[src/rtl/serial_link_xcvr.sv]
// 8N1 serial transceiver between the Nios II PIO ports and the inter-board wire.
// TX holding register + shift FSM, RX synchroniser + mid-bit sampling FSM.
module serial_link_xcvr #(
    parameter int unsigned CLKS_PER_BIT = 5208,
    parameter int unsigned DATA_W       = 8
) (
    input  logic              clk_clk,
    input  logic              reset_reset_n,
    input  logic [DATA_W-1:0] bus_out,
    input  logic              load,
    input  logic              trans_en,
    output logic              char_sent,
    output logic              tx_busy,
    output logic              tx_serial,
    input  logic              rx_serial,
    output logic [DATA_W-1:0] bus_in,
    output logic              char_rec,
    output logic              frame_err
);

    localparam int unsigned CNT_W = $clog2(CLKS_PER_BIT);
    localparam int unsigned BIT_W = (DATA_W > 1) ? $clog2(DATA_W) : 1;

    localparam logic [CNT_W-1:0] CNT_LAST     = CNT_W'(CLKS_PER_BIT - 1);
    localparam logic [CNT_W-1:0] CNT_PRE_LAST = CNT_W'(CLKS_PER_BIT - 2);
    localparam logic [CNT_W-1:0] CNT_HALF     = CNT_W'(CLKS_PER_BIT / 2 - 1);
    localparam logic [BIT_W-1:0] BIT_LAST     = BIT_W'(DATA_W - 1);

    typedef enum logic [1:0] {
        ST_IDLE  = 2'd0,
        ST_START = 2'd1,
        ST_DATA  = 2'd2,
        ST_STOP  = 2'd3
    } xfer_state_e;

    // ---------------------------------------------------------------- TX
    xfer_state_e       tx_state, tx_state_nx;
    logic [CNT_W-1:0]  tx_cnt, tx_cnt_nx;
    logic [BIT_W-1:0]  tx_bit, tx_bit_nx;
    logic [DATA_W-1:0] tx_shift, tx_shift_nx;
    logic [DATA_W-1:0] hold_data, hold_data_nx;
    logic              hold_valid, hold_valid_nx;
    logic              load_q;
    logic              tx_serial_nx, tx_busy_nx, char_sent_nx;
    logic              load_rise;
    logic              tx_cnt_last;

    assign load_rise   = load & ~load_q;
    assign tx_cnt_last = (tx_cnt == CNT_LAST);

    always_ff @(posedge clk_clk or negedge reset_reset_n) begin
        if (!reset_reset_n) begin
            tx_state   <= ST_IDLE;
            tx_cnt     <= '0;
            tx_bit     <= '0;
            tx_shift   <= '0;
            hold_data  <= '0;
            hold_valid <= 1'b0;
            load_q     <= 1'b0;
            tx_serial  <= 1'b1;
            tx_busy    <= 1'b0;
            char_sent  <= 1'b0;
        end else begin
            tx_state   <= tx_state_nx;
            tx_cnt     <= tx_cnt_nx;
            tx_bit     <= tx_bit_nx;
            tx_shift   <= tx_shift_nx;
            hold_data  <= hold_data_nx;
            hold_valid <= hold_valid_nx;
            load_q     <= load;
            tx_serial  <= tx_serial_nx;
            tx_busy    <= tx_busy_nx;
            char_sent  <= char_sent_nx;
        end
    end

    // Line value is registered one bit ahead: each transition loads the level of the next bit.
    always_comb begin
        tx_state_nx   = tx_state;
        tx_cnt_nx     = tx_cnt;
        tx_bit_nx     = tx_bit;
        tx_shift_nx   = tx_shift;
        hold_data_nx  = hold_data;
        hold_valid_nx = hold_valid;
        tx_serial_nx  = tx_serial;
        tx_busy_nx    = tx_busy;
        char_sent_nx  = 1'b0;

        if (load_rise && !tx_busy) begin
            hold_data_nx  = bus_out;
            hold_valid_nx = 1'b1;
        end

        case (tx_state)
            ST_IDLE: begin
                if (hold_valid && trans_en) begin
                    tx_state_nx   = ST_START;
                    tx_shift_nx   = hold_data;
                    hold_valid_nx = 1'b0;
                    tx_busy_nx    = 1'b1;
                    tx_serial_nx  = 1'b0;
                    tx_cnt_nx     = '0;
                end
            end
            ST_START: begin
                if (tx_cnt_last) begin
                    tx_state_nx  = ST_DATA;
                    tx_cnt_nx    = '0;
                    tx_bit_nx    = '0;
                    tx_serial_nx = tx_shift[0];
                    tx_shift_nx  = tx_shift >> 1;
                end else begin
                    tx_cnt_nx = tx_cnt + CNT_W'(1);
                end
            end
            ST_DATA: begin
                if (tx_cnt_last) begin
                    tx_cnt_nx = '0;
                    if (tx_bit == BIT_LAST) begin
                        tx_state_nx  = ST_STOP;
                        tx_serial_nx = 1'b1;
                    end else begin
                        tx_bit_nx    = tx_bit + BIT_W'(1);
                        tx_serial_nx = tx_shift[0];
                        tx_shift_nx  = tx_shift >> 1;
                    end
                end else begin
                    tx_cnt_nx = tx_cnt + CNT_W'(1);
                end
            end
            ST_STOP: begin
                // Registered pulse lands on the final stop-bit cycle.
                if (tx_cnt == CNT_PRE_LAST) begin
                    char_sent_nx = 1'b1;
                end
                if (tx_cnt_last) begin
                    tx_state_nx = ST_IDLE;
                    tx_cnt_nx   = '0;
                    tx_busy_nx  = 1'b0;
                end else begin
                    tx_cnt_nx = tx_cnt + CNT_W'(1);
                end
            end
            default: begin
                tx_state_nx = ST_IDLE;
            end
        endcase
    end

    // ---------------------------------------------------------------- RX
    xfer_state_e       rx_state, rx_state_nx;
    logic [CNT_W-1:0]  rx_cnt, rx_cnt_nx;
    logic [BIT_W-1:0]  rx_bit, rx_bit_nx;
    logic [DATA_W-1:0] rx_shift, rx_shift_nx;
    logic [DATA_W-1:0] bus_in_nx;
    logic              char_rec_nx, frame_err_nx;
    logic              rx_s1, rx_s2, rx_prev;
    logic              rx_fall;
    logic              rx_cnt_last;

    assign rx_fall     = rx_prev & ~rx_s2;
    assign rx_cnt_last = (rx_cnt == CNT_LAST);

    always_ff @(posedge clk_clk or negedge reset_reset_n) begin
        if (!reset_reset_n) begin
            rx_s1     <= 1'b1;
            rx_s2     <= 1'b1;
            rx_prev   <= 1'b1;
            rx_state  <= ST_IDLE;
            rx_cnt    <= '0;
            rx_bit    <= '0;
            rx_shift  <= '0;
            bus_in    <= '0;
            char_rec  <= 1'b0;
            frame_err <= 1'b0;
        end else begin
            rx_s1     <= rx_serial;
            rx_s2     <= rx_s1;
            rx_prev   <= rx_s2;
            rx_state  <= rx_state_nx;
            rx_cnt    <= rx_cnt_nx;
            rx_bit    <= rx_bit_nx;
            rx_shift  <= rx_shift_nx;
            bus_in    <= bus_in_nx;
            char_rec  <= char_rec_nx;
            frame_err <= frame_err_nx;
        end
    end

    // Samples land mid-bit: half a bit after the falling edge, then every full bit.
    always_comb begin
        rx_state_nx  = rx_state;
        rx_cnt_nx    = rx_cnt;
        rx_bit_nx    = rx_bit;
        rx_shift_nx  = rx_shift;
        bus_in_nx    = bus_in;
        char_rec_nx  = 1'b0;
        frame_err_nx = frame_err;

        case (rx_state)
            ST_IDLE: begin
                if (rx_fall) begin
                    rx_state_nx = ST_START;
                    rx_cnt_nx   = '0;
                end
            end
            ST_START: begin
                if (rx_cnt == CNT_HALF) begin
                    rx_cnt_nx   = '0;
                    rx_bit_nx   = '0;
                    rx_state_nx = rx_s2 ? ST_IDLE : ST_DATA;
                end else begin
                    rx_cnt_nx = rx_cnt + CNT_W'(1);
                end
            end
            ST_DATA: begin
                if (rx_cnt_last) begin
                    rx_cnt_nx   = '0;
                    rx_shift_nx = {rx_s2, rx_shift[DATA_W-1:1]};
                    if (rx_bit == BIT_LAST) begin
                        rx_state_nx = ST_STOP;
                    end else begin
                        rx_bit_nx = rx_bit + BIT_W'(1);
                    end
                end else begin
                    rx_cnt_nx = rx_cnt + CNT_W'(1);
                end
            end
            ST_STOP: begin
                // A low line here stays low in IDLE, so a break cannot re-trigger.
                if (rx_cnt_last) begin
                    rx_cnt_nx   = '0;
                    rx_state_nx = ST_IDLE;
                    if (rx_s2) begin
                        bus_in_nx    = rx_shift;
                        char_rec_nx  = 1'b1;
                        frame_err_nx = 1'b0;
                    end else begin
                        frame_err_nx = 1'b1;
                    end
                end else begin
                    rx_cnt_nx = rx_cnt + CNT_W'(1);
                end
            end
            default: begin
                rx_state_nx = ST_IDLE;
            end
        endcase
    end

endmodule

[config.mk]
export PLATFORM = sky130hd
export DESIGN_NAME = serial_link_xcvr
export DESIGN_NICKNAME = d
export VERILOG_FILES = /design/src/rtl/serial_link_xcvr.sv
export SDC_FILE = /design/constraint.sdc
export NUM_CORES = 1
export LEC_CHECK = 0
export ABC_AREA = 1
export CAP_MARGIN = 0
export CORE_MARGIN = 1.5
export CORE_UTILIZATION = 35
export DETAILED_ROUTE_END_ITERATION = 16
export DONT_BUFFER_PORTS = 1
export PLACE_DENSITY_LB_ADDON = 0.05
export SLEW_MARGIN = 5
export SYNTH_ARGS = -nofsm -noshare
export SYNTH_HDL_FRONTEND = slang
export SYNTH_SLANG_ARGS = --single-unit
[constraint.sdc]
create_clock -name clk_clk -period 1.9 [get_ports clk_clk]
set_input_delay 0.38 -clock clk_clk [delete_from_list [all_inputs] [get_ports clk_clk]]
set_output_delay 0.38 -clock clk_clk [all_outputs]
set_load 0.02 [all_outputs]
After elaboration in Yosys (flattened, before gate mapping)
Cells that the tools add are included.
Word-level totals
  output and inout bits: 13
  input port bits: 13
  bits in registers: 78
  memory bits (writable): 0
  latch bits: 0
  word-level logic and storage cells: 123
  bits in read-only memories: 0
  memories kept: 0
Cells by class
  mux-type cells: 50
  div/mod/pow operators: 0
  reductions and logical operators: 21
  multipliers: 0
  order comparisons: 0
  shifts and indexed selects: 0
  $add $sub $neg: 4
  bitwise logic cells: 4
  equality and inequality tests: 24
Operator list (count)
  13-bit two-way mux: 5
  13-bit equality test, second input constant: 3
  13-bit one-hot mux with 3 select lines: 1
  8-bit two-way mux: 4
  13-bit by 1-bit adder with 13-bit output, second input constant: 2
  13-bit one-hot mux with 2 select lines: 1
  2-bit inequality test, second input constant: 12
  8-bit one-hot mux with 3 select lines: 1
  2-bit two-way mux: 11
  3-bit two-way mux: 6
  2-bit one-hot mux with 4 select lines: 2
  1-bit two-way mux: 15
  5-bit AND reduction: 3
  13-bit by 12-bit equality test with 1-bit output, second input constant: 1
  3-bit one-hot mux with 2 select lines: 2
  4-bit AND reduction: 3
  2-bit equality test, second input constant: 4
  3-bit by 1-bit adder with 3-bit output, second input constant: 2
  3-bit equality test, second input constant: 2
  3-bit AND reduction: 2
  2-bit nonzero test: 3
  2-bit by 1-bit equality test with 1-bit output, second input constant: 2
  2-bit logical NOT: 2
  2-bit AND reduction: 2
  other kinds (9): 12

Depth between registers and ports, before layout
Gate-level depths: netlist of run 1.
  depth in word-level cells: 6
  gate-level depth with buffers: 10
  gate-level depth less buffers: 9

Worst setup path before layout of run 1
OpenSTA, ideal clock, no wires.
  path kind: register -> register
  start: register tx_state[0]
  end: register tx_shift[5]
  buffers on the path: 1
  period minus slack after synthesis: 1.659 ns
  path slack: 0.241 ns
  setup time: 0.122 ns
  stages on the path, launching flop included: 10
  arrival: 1.537 ns
  data required time: 1.778 ns
  cells stage by stage: dfrtp_1 inv_1 ha_1 nand2_1 clkinv_1 nor2_1 nand3_2 buf_6 nand2_1 o21ai_2
Between the ends
  word-level cells in the longest chain between the ends: 3
  elaborated cells on any way between the ends: 10
  classes of those cells: eq/ne (6); mux (1); reduce/logical (3)
RTL lines
  start: declaration: RTL line 37  | xfer_state_e tx_state, tx_state_nx;
  start signal: assignment: RTL line 64  | tx_state <= tx_state_nx;
  2-bit equality test, or another cell as far along: RTL line 94  | case (tx_state)
  2-bit inequality test (no line) or 3-bit nonzero test (tied branches)
  5-bit AND reduction (no line)
  end signal: assignment: RTL line 67  | tx_shift <= tx_shift_nx;
  end: declaration: RTL line 40  | logic [DATA_W-1:0] tx_shift, tx_shift_nx;
Parallel ways exist; a longest one is shown, timed or not.
A chain may end at the register's enable or synchronous reset.

Final worst setup path of run 1
  start: register tx_state[1]
  end: register tx_cnt[8]
Between the ends
  word-level cells in the longest chain between the ends: 3
  elaborated cells on any way between the ends: 7
  classes of those cells: eq/ne (4); mux (1); reduce/logical (2)
RTL lines
  2-bit equality test or 2-bit by 1-bit equality test with 1-bit output (tied branches): RTL line 94
  3-bit OR reduction (no line)
  13-bit one-hot mux with 2 select lines: RTL line 94
  end signal: assignment: RTL line 65  | tx_cnt <= tx_cnt_nx;
  end: declaration: RTL line 38  | logic [CNT_W-1:0] tx_cnt, tx_cnt_nx;
Parallel ways exist; a longest one is shown, timed or not.

==> results.py, run 1 <==
metrics = {
    "outcome": {
        "status": "complete, but fails checks",
        "violations": "negative hold slack",
    },
    "place": {
        "place_area_um2": 4143,
        "portBuffers": 0,
        "dp_hpwl_um": 5503,
        "dp_cells": 608,
        "globalplace.congestion": 0.7736,
        "pre_cts_slack_ns": 0.1191,
    },
    "yosys": {
        "synth_cells": 466,
        "yosys.area.top_type": "dfrtp_1",
        "synth_area_leaders": "dfrtp_1 (47%), nand2_1 (12%), inv_1 (5.0%)",
        "synth-compound-area-share": 0.08765,
        "synth_seq_cells": 78,
        "avgSynthCellArea_um2": 8.455,
        "synth_mux_area_frac": 0.04319,
        "seq_area_frac_synth": 0.4967,
        "synth_ff_type": "dfrtp_1",
        "synth_simple_gate_area_frac": 0.2525,
        "synthesis.area_um2": 3940,
        "yosysWarnings": 0,
        "syn-num-nets": 491,
        "synthArstFlopShare": 1.000,
        "yosysUniqueCellTypes": 36,
        "synth_edf_count": 0,
        "synth_top_family_by_area": "simple AND/OR/NAND/NOR gates",
        "synth_xor_area_frac": 0.01556,
        "synth_most_common_cell": "nand2_1",
        "synthTopCellsByCount": "nand2_1 (122), dfrtp_1 (74), inv_1 (52)",
        "synth_top_cell_area_share": 0.4700,
        "synth_fa_ha_area_frac": 0.03811,
    },
    "final_layout": {
        "nNetsFinal": 508,
        "fin_area_um2": 4373,
        "layoutNonFillerInstCount": 628,
        "area_delta_synth_final_pct": 10.99,
        "final_layout_size_suffix_gt1_frac": 0.1311,
        "register_area_um2": 1957,
        "fillers": 1115,
        "multi_input_area_um2": 1734,
        "diodes": 0,
    },
    "sta": {
        "max_slew_margin": 0.6328,
        "skew_ns": 0.006567,
        "tns_ns": 0,
        "fin_crit_ns": 1.744,
        "timing.final.crit_share": 0.9177,
        "setup_viol": 0,
        "drv_slew": 0,
        "hold_viol_final": 78,
        "whs_ns": -0.3047,
        "setup_slack_ns": 0.1563,
        "worstMarginPinSlew_ns": 0.5508,
        "timing.fmax_mhz": 573.5,
    },
    "critical_path": {
        "crit_type": "flop to flop",
        "r2r_slack_ns": 0.16,
        "end_kind": "flop",
        "cp.required_ns": 2.16,
        "critical_path.max_fanout": 10,
        "cp.arrival_ns": 2.00,
        "reg2reg_to": "tx_cnt[8]",
        "startpoint_type": "flop",
        "worstRegToRegCells": 8,
        "r2r_start": "tx_state[1]",
        "startpoint": "tx_state[1]",
    },
    "clock_network": {
        "numCtsBuffers": 9,
        "cts_hold_buffers": 1,
        "h-tree-depth": 3,
        "clk_pin_slew_worst_paths_ns": 0.08,
        "cts_tree": "yes",
        "cts_sinks": 78,
        "clkLatencyLatePin_ns": 0.37,
        "cts-root-buf": "clkbuf_8",
        "clockBufferDepth": 2,
    },
    "floorplanning": {
        "start_util": 0.3619,
        "die_area_um2": 11900,
        "ios": 26,
        "die_x_um": 109.1,
        "fp.dieH_um": 109.1,
        "rows": 38,
        "core_um2": 10890,
    },
    "drt": {
        "top_layer": "met4",
        "wl_um": 8007,
        "wl_per_cell_um": 12.75,
        "drc_errors": 0,
        "wl_met2_um": 3745,
        "drt-vias-per-instance": 4.787,
        "vias": 3006,
        "wl_met3_um": 237,
        "wl_met1_um": 3875,
        "drt_iter0_markers": 169,
        "ant_nets": 0,
        "dr.pass1.iters": 4,
    },
    "grt": {
        "globalRouteOverflowTotal": 0,
        "grt_pass1_wl_um": 13840,
        "antenna_found_initial": 0,
        "track_usage": 0.1528,
        "grt_max_degree": 79,
        "grt_pass1_vias": 2949,
    },
    "power_and_ir_drop": {
        "p_clk_frac": 0.224,
        "p_switching_w": 0.002023,
        "power.leakage_nw": 2.009,
        "peakVddDrop_uv": 967.6,
        "swShare": 0.3823,
        "combPwrFrac": 0.356,
        "p_per_area_nw_per_um2": 1210,
        "p_int_w": 0.003268,
        "pwr-share-seq": 0.420,
    },
    "hold_path": {
        "hp-class": "primary input to asynchronous set/reset pin",
    },
    "flow_run": {
        "maxCapViolCount": 0,
    },
}
[worst max-delay path by stage]
| stage | cells past startpoint | endpoint |
|---|---|---|
| floorplan | 9 | tx_shift[5] |
| global placement | 8 | rx_cnt[12] |
| detailed placement | 6 | bus_in[3] |
| CTS | 6 | bus_in[3] |
| global route | 8 | tx_cnt[8] |
| finish | 8 | tx_cnt[8] |
[power groups by stage]
| stage | sequential (W) | clock, W | combinational (W) |
|---|---|---|---|
| floorplan | 0.00220 | 0 | 0.00143 |
| global placement | 0.00225 | 0 | 0.00187 |
| detailed placement | 0.00226 | 0 | 0.00187 |
| CTS | 0.00223 | 0.00126 | 0.00188 |
| global route | 0.00227 | 0.00132 | 0.00215 |
| finish | 0.00222 | 0.00119 | 0.00188 |
[area by class of cell]
class / count / share of cell area
sequential: 78 / 0.4475
multi-input combinational: 324 / 0.3966
tap: 140 / 0.04006
clock buffer: 11 / 0.03462
inverter: 55 / 0.04721
timing repair buffer: 15 / 0.02632
clock inverter: 5 / 0.007725
[what timing repair did]
item | 4_1_cts | 5_1_grt
setup buffers | 0 | 3
setup endpoints to repair | 0 | 11
resized for setup | 0 | 4
hold endpoints to repair | 79 | 78
[routing by layer]
layer / track usage / vias to the layer above
met3: 0.03885 / 10
met2: 0.2366 / 37
met1: 0.1974 / 1408
met4: 0.07613 / 0
met5: 0 / -
li1: - / 1551
[kinds of logic (layout without fill, tap and decap cells)]
family,Yosys count,count (layout)
AND/OR/NAND/NOR,229,229
flip-flops,78,78
buffers and inverters,64,86
AO/OA/AOI/OAI,60,60
multiplexers,16,16
adder cells (fa/ha/maj),12,12
XOR/XNOR,7,7
[metrics by stage]
| step | utilization | total power [W] |
|---|---|---|
| after global routing | 0.4016 | 0.005742 |
| final | 0.4016 | 0.005291 |
| after detailed placement | 0.3805 | 0.004125 |
| after floorplan | - | 0.003626 |
| after CTS | 0.3984 | 0.005369 |
| after global placement | 0.3805 | 0.004116 |
[cell usage in the layout (no fill, tap or decap), types with 3 or more instances in the layout]
cell / instances
nand4_1: 13
dfrtp_1: 74
o21ai_2: 8
clkbuf_8: 11
mux2_2: 8
nand2_1: 122
a21oi_1: 6
dfstp_2: 4
inv_1: 51
o21ai_1: 10
buf_4: 14
o22ai_1: 5
o21ai_0: 28
ha_1: 12
mux2i_1: 8
nor3_1: 11
nand3_1: 28
inv_2: 3
nor2_1: 42
xor2_1: 6
[sequential cells by signal, summed over array words and instances, names as in the netlist, named ones only]
name        count
rx_state        1
tx_serial       1
char_sent       1
tx_busy         1
frame_err       1
hold_data       8
rx_prev         1
rx_s2           1
char_rec        1
bus_in          8
tx_cnt         13
hold_valid      1
rx_s1           1
rx_bit          3
tx_shift        8
rx_shift        8
tx_bit          3
load_q          1
rx_cnt         13
tx_state        2
[critical path: stages, from the launching register on]
cell and delay (ns):
dfrtp_1 0.41, inv_1 0.10, ha_1 0.23, nand2_1 0.10, buf_4 0.18, nand4_1 0.21, buf_4 0.21, nor3_1 0.12
nor3b_1 0.07
Power figures use the tool's default switching activity.
==> run 2, diff against run 1 <==
--- a/config.mk
+++ b/config.mk
@@ -9,6 +9,7 @@
 export CAP_MARGIN = 0
 export CORE_MARGIN = 1.5
 export CORE_UTILIZATION = 35
+export CTS_BUF_LIST = sky130_fd_sc_hd__clkbuf_16
 export DETAILED_ROUTE_END_ITERATION = 16
 export DONT_BUFFER_PORTS = 1
 export PLACE_DENSITY_LB_ADDON = 0.05
==> run 2 against run 1 <==
  * The flow still finishes with violations (negative hold slack)
  * Largest cell class unchanged
  * Clock skew down 0.0015 ns
  * Sequential share of layout area fell by 0.64 points
  * Combinational power about the same
  * Global-route usage barely moved
  * Power rose by 6.9%
  * Fmax is 0.17% higher
  * Sequential power is essentially flat
  * Largest power group unchanged
==> results.py, run 2 (synthesized netlist as in run 1, its figures left out) <==
metrics = {
    "sta": {
        "whs_ns": -0.2759,
        "drv_slew": 0,
        "worstMarginPinSlew_ns": 0.5222,
        "hold_viol_final": 78,
        "setup_viol": 0,
        "timing.final.crit_share": 0.9161,
        "max_slew_margin": 0.6518,
        "skew_ns": 0.005056,
        "fin_crit_ns": 1.741,
        "timing.fmax_mhz": 574.5,
    },
    "grt": {
        "grtUsageMet1": 0.1989,
        "use_met3": 0.03885,
        "grt_use_met2": 0.2353,
        "grt_pass1_vias": 2932,
        "grt_pass1_wl_um": 13840,
        "antenna_found_initial": 0,
        "globalRouteOverflowTotal": 0,
        "grt_busiest_layer": "met2",
        "track_usage": 0.1533,
        "grt_max_degree": 79,
    },
    "power_and_ir_drop": {
        "p_per_area_nw_per_um2": 1275,
        "p_total_w": 0.005657,
        "power.leakage_nw": 2.035,
        "peakVddDrop_uv": 960.9,
    },
    "critical_path": {
        "cp.required_ns": 2.13,
        "startpoint_type": "flop",
        "cp_slowest_cell": "dfrtp_1",
        "crit_chain": "inv_1 > ha_1 > nand2_1 > buf_4 > nand4_1 > buf_4 > nor3_1 > nor3b_1",
        "critPathMaxStageDelay_ns": 0.39,
        "crit_cells": 8,
        "startpoint": "tx_state[0]",
        "reg2reg_to": "tx_cnt[8]",
        "cp.arrival_ns": 1.97,
        "critical_path.max_fanout": 10,
        "r2r_start": "tx_state[0]",
        "worstRegToRegCells": 8,
        "end_kind": "flop",
        "crit_buf_inv": 3,
        "crit_type": "flop to flop",
        "crit_path_end": "tx_cnt[8]",
        "cp_top_family": "simple AND/OR/NAND/NOR gates",
        "cp_common_cell": "buf_4",
        "r2r_slack_ns": 0.16,
    },
    "final_layout": {
        "final_layout_size_suffix_gt1_frac": 0.1255,
        "layoutNonFillerInstCount": 626,
        "final_common_cell": "nand2_1",
        "diodes": 0,
        "nNetsFinal": 506,
        "final_cell_mix": "nand2_1 (122), dfrtp_1 (74), inv_1 (51)",
        "top_regs": "rx_cnt: 13 flops, tx_cnt: 13 flops",
        "multi_input_area_um2": 1734,
        "register_area_um2": 1957,
        "utilization": 0.4075,
        "area_delta_synth_final_pct": 12.61,
        "fillers": 1116,
    },
    "outcome": {
        "violations": "negative hold slack",
        "status": "complete, but fails checks",
    },
    "hold_path": {
        "hp-class": "primary input to asynchronous set/reset pin",
    },
    "drt": {
        "drc_errors": 0,
        "ant_nets": 0,
        "drt_iter0_markers": 147,
        "wl_per_cell_um": 12.75,
        "drt-vias-per-instance": 4.789,
        "dr.pass1.iters": 4,
        "wl_um": 7979,
        "vias": 2998,
    },
    "place": {
        "dp_hpwl_um": 5503,
        "portBuffers": 0,
        "globalplace.congestion": 0.7736,
        "dp_cells": 608,
    },
    "floorplanning": {
        "fp.dieH_um": 109.1,
        "die_area_um2": 11900,
        "rows": 38,
        "core_um2": 10890,
        "die_x_um": 109.1,
        "start_util": 0.3619,
        "ios": 26,
    },
    "clock_network": {
        "cts-root-buf": "clkbuf_16",
        "h-tree-depth": 3,
        "cts_sinks": 78,
        "clk_pin_slew_worst_paths_ns": 0.06,
        "clkLatencyLatePin_ns": 0.35,
        "cts_tree": "yes",
        "numCtsBuffers": 9,
        "clockBufferDepth": 2,
    },
    "flow_run": {
        "maxCapViolCount": 0,
    },
}
-- run 2: cell type report --
class                   count  share of cell area
flip-flops and latches     78              0.4411
multi-input cells         324              0.3909
clock buffers               9             0.05076
inverters                  55             0.04653
well taps                 140             0.03948
repair buffers             13             0.02200
clock inverters             7            0.009306
-- run 2: layer usage --
metal,share of wire,routed length [um],up-vias
li1,-,-,1551
met1,0.48,3842,1391
met2,0.46,3673,42
met3,0.037,294,14
met4,0.021,169,0
met5,0,0,-
-- run 2: per-stage QoR --
step           setup WS [ns]  setup TNS (ns)  instance area, um^2
3_5_place_dp          0.1191               0                 4143
6_report              0.1593               0                 4437
4_1_cts              0.09438               0                 4409
3_3_place_gp          0.1786               0                 4143
2_1_floorplan         0.2414               0                 3940
5_1_grt            -0.007164       -0.007164                 4437
-- run 2: repair_timing --
action                                  in CTS  in global routing
resized for setup                            0                  3
endpoints found under the hold margin       78                 78
setup buffers                                0                  2
endpoints found under the setup margin       0                 10
-- run 2: worst min-delay path by stage --
stage / start / endpoint / cells after the start
CTS: reset_reset_n / tx_shift[6] / 0
global placement: reset_reset_n / tx_shift[2] / 0
detailed placement: reset_reset_n / hold_data[2] / 0
floorplan: reset_reset_n / asynchronous set/reset pin / 0
global route: reset_reset_n / hold_data[1] / 0
finish: reset_reset_n / tx_shift[0] / 0
-- run 2: where the power goes --
group          switching, W  total, W  internal [W]
Sequential         0.000242   0.00223       0.00198
Combinational       0.00113   0.00186      0.000732
Clock              0.000701   0.00157      0.000872
Total               0.00207   0.00566       0.00359
==> run 3, diff against run 2 <==
==> constraint.sdc (replaced) <==
create_clock -name clk_clk -period 2.22 [get_ports clk_clk]
set_input_delay 0.444 -clock clk_clk [delete_from_list [all_inputs] [get_ports clk_clk]]
set_output_delay 0.444 -clock clk_clk [all_outputs]
set_load 0.02 [all_outputs]
==> run 3 against run 2 <==
  * Fmax is 13% lower
  * Sequential cell count stayed put
  * Via count decreased by 1.3%
  * The run still ends with negative hold slack left
  * Cell count fell by 1.9%
  * First-iteration DRC count grew 6.8%
  * Power fell by 15%
  * Die area unchanged
  * Highest routed layer unchanged
  * Clock-buffer cell count did not move
  * Worst setup slack improved by 0.049 ns
==> results.py, run 3 (synthesized netlist as in run 1, its figures left out) <==
metrics = {
    "clock_network": {
        "cts-root-buf": "clkbuf_16",
        "cts_resized": 0,
        "cts_sinks": 78,
        "h-tree-depth": 3,
        "postCtsSetupBuffers": 0,
        "clk_pin_slew_worst_paths_ns": 0.06,
        "cts_tree": "yes",
        "clkLatencyLatePin_ns": 0.34,
        "clockBufferDepth": 2,
        "numCtsBuffers": 9,
    },
    "drt": {
        "wl_per_cell_um": 13.13,
        "drt_iter0_markers": 157,
        "ant_nets": 0,
        "dr.pass1.iters": 4,
        "wl_um": 8062,
        "drt-vias-per-instance": 4.821,
        "drc_errors": 0,
        "vias": 2960,
    },
    "place": {
        "portBuffers": 0,
        "dp_cells": 598,
        "globalplace.congestion": 0.8092,
        "dp_hpwl_um": 5568,
        "place_area_um2": 4068,
    },
    "critical_path": {
        "crit_type": "flop to flop",
        "cp.arrival_ns": 2.23,
        "end_kind": "flop",
        "r2r_slack_ns": 0.21,
        "critical_path.max_fanout": 16,
        "startpoint_type": "flop",
        "cp.required_ns": 2.44,
    },
    "final_layout": {
        "nNetsFinal": 494,
        "layoutNonFillerInstCount": 614,
        "final_common_cell": "nand2_1",
        "fin_area_um2": 4350,
        "diodes": 0,
        "final_layout_size_suffix_gt1_frac": 0.09494,
        "top_regs": "rx_cnt: 13 flops, tx_cnt: 13 flops",
        "fillers": 1115,
        "area_delta_synth_final_pct": 10.42,
        "final_cell_mix": "nand2_1 (122), dfrtp_1 (74), inv_1 (54)",
    },
    "sta": {
        "tns_ns": 0,
        "hold_viol_final": 75,
        "worstMarginPinSlew_ns": 0.5259,
        "setup_viol": 0,
        "max_slew_margin": 0.6494,
        "timing.fmax_mhz": 497.1,
        "rsz0062_at_grt": "false",
        "skew_ns": 0.004352,
        "fin_crit_ns": 2.012,
        "drv_slew": 0,
        "timing.final.crit_share": 0.9061,
        "whs_ns": -0.2045,
    },
    "flow_run": {
        "maxCapViolCount": 0,
    },
    "floorplanning": {
        "fp.dieH_um": 109.1,
        "die_x_um": 109.1,
        "rows": 38,
        "ios": 26,
        "die_area_um2": 11900,
        "start_util": 0.3619,
        "core_um2": 10890,
    },
    "grt": {
        "globalRouteOverflowTotal": 0,
        "grt_pass1_vias": 2870,
        "grt_max_degree": 79,
        "antenna_found_initial": 0,
        "grt_pass1_wl_um": 13730,
        "track_usage": 0.1528,
    },
    "power_and_ir_drop": {
        "power.leakage_nw": 1.996,
        "p_total_w": 0.004807,
        "peakVddDrop_uv": 678.3,
        "p_per_area_nw_per_um2": 1105,
    },
    "outcome": {
        "status": "complete, but fails checks",
        "violations": "negative hold slack",
    },
    "hold_path": {
        "hp-class": "primary input to asynchronous set/reset pin",
    },
}
-- run 3: changes by cell type in the layout (fill, tap and decap cells not counted), sizes merged --
cell / delta
inv: +2
bufinv: +1
clkinv: -2
clkinvlp: -1
buf: -12
-- run 3: critical path, stage by stage, from the launching register on --
cell and delay (ns):
dfrtp_1 0.39, inv_1 0.10, ha_1 0.23, nand2_1 0.09
clkinv_1 0.24, nor2_1 0.24, nand3_2 0.35, nand2_1 0.18
o21ai_2 0.07
-- run 3: layout make-up --
type                       count  area [um^2]  share of cell area
multi-input combinational    324         1722              0.3957
clock inverter                 7        57.56             0.01323
inverter                      55        206.4             0.04745
timing repair buffer           1        7.507            0.001726
sequential                    78         1957              0.4498
tap                          140        175.2             0.04026
clock buffer                   9        225.2             0.05177
-- run 3: metal layers --
metal	vias up	GRT usage	part of all wire	routed length, um
li1	1526	-	-	-
met4	0	0.07613	0.020	164
met3	12	0.03706	0.034	275
met2	39	0.2290	0.45	3611
met1	1383	0.2051	0.50	4010
met5	-	0	0	0
-- run 3: stage by stage --
step / setup WS [ns] / utilization
finish: 0.2085 / 0.3996
detailed placement: 0.2341 / 0.3736
global route: 0.001311 / 0.3996
CTS: 0.2245 / 0.3996
floorplan: 0.5614 / -
global placement: 0.2964 / 0.3736
-- run 3: report_power, final --
part	total [W]	switching [W]	internal, W
clock network	0.00144	0.000584	0.000853
registers	0.00193	0.000234	0.00170
logic	0.00144	0.000918	0.000521
-- run 3: final timing paths --
| kind | from | to | cells past startpoint |
|---|---|---|---|
| worst max-delay path | tx_state[0] | tx_shift[7] | 8 |
| worst min-delay path | reset_reset_n | hold_data[2] | 0 |
| worst max register to register | tx_state[0] | tx_shift[7] | 8 |
| worst min register to register | rx_s1 | rx_s2 | 0 |
| max in group asynchronous | reset_reset_n | rx_s2 | 0 |
| min in group clk_clk | rx_serial | rx_s1 | 0 |
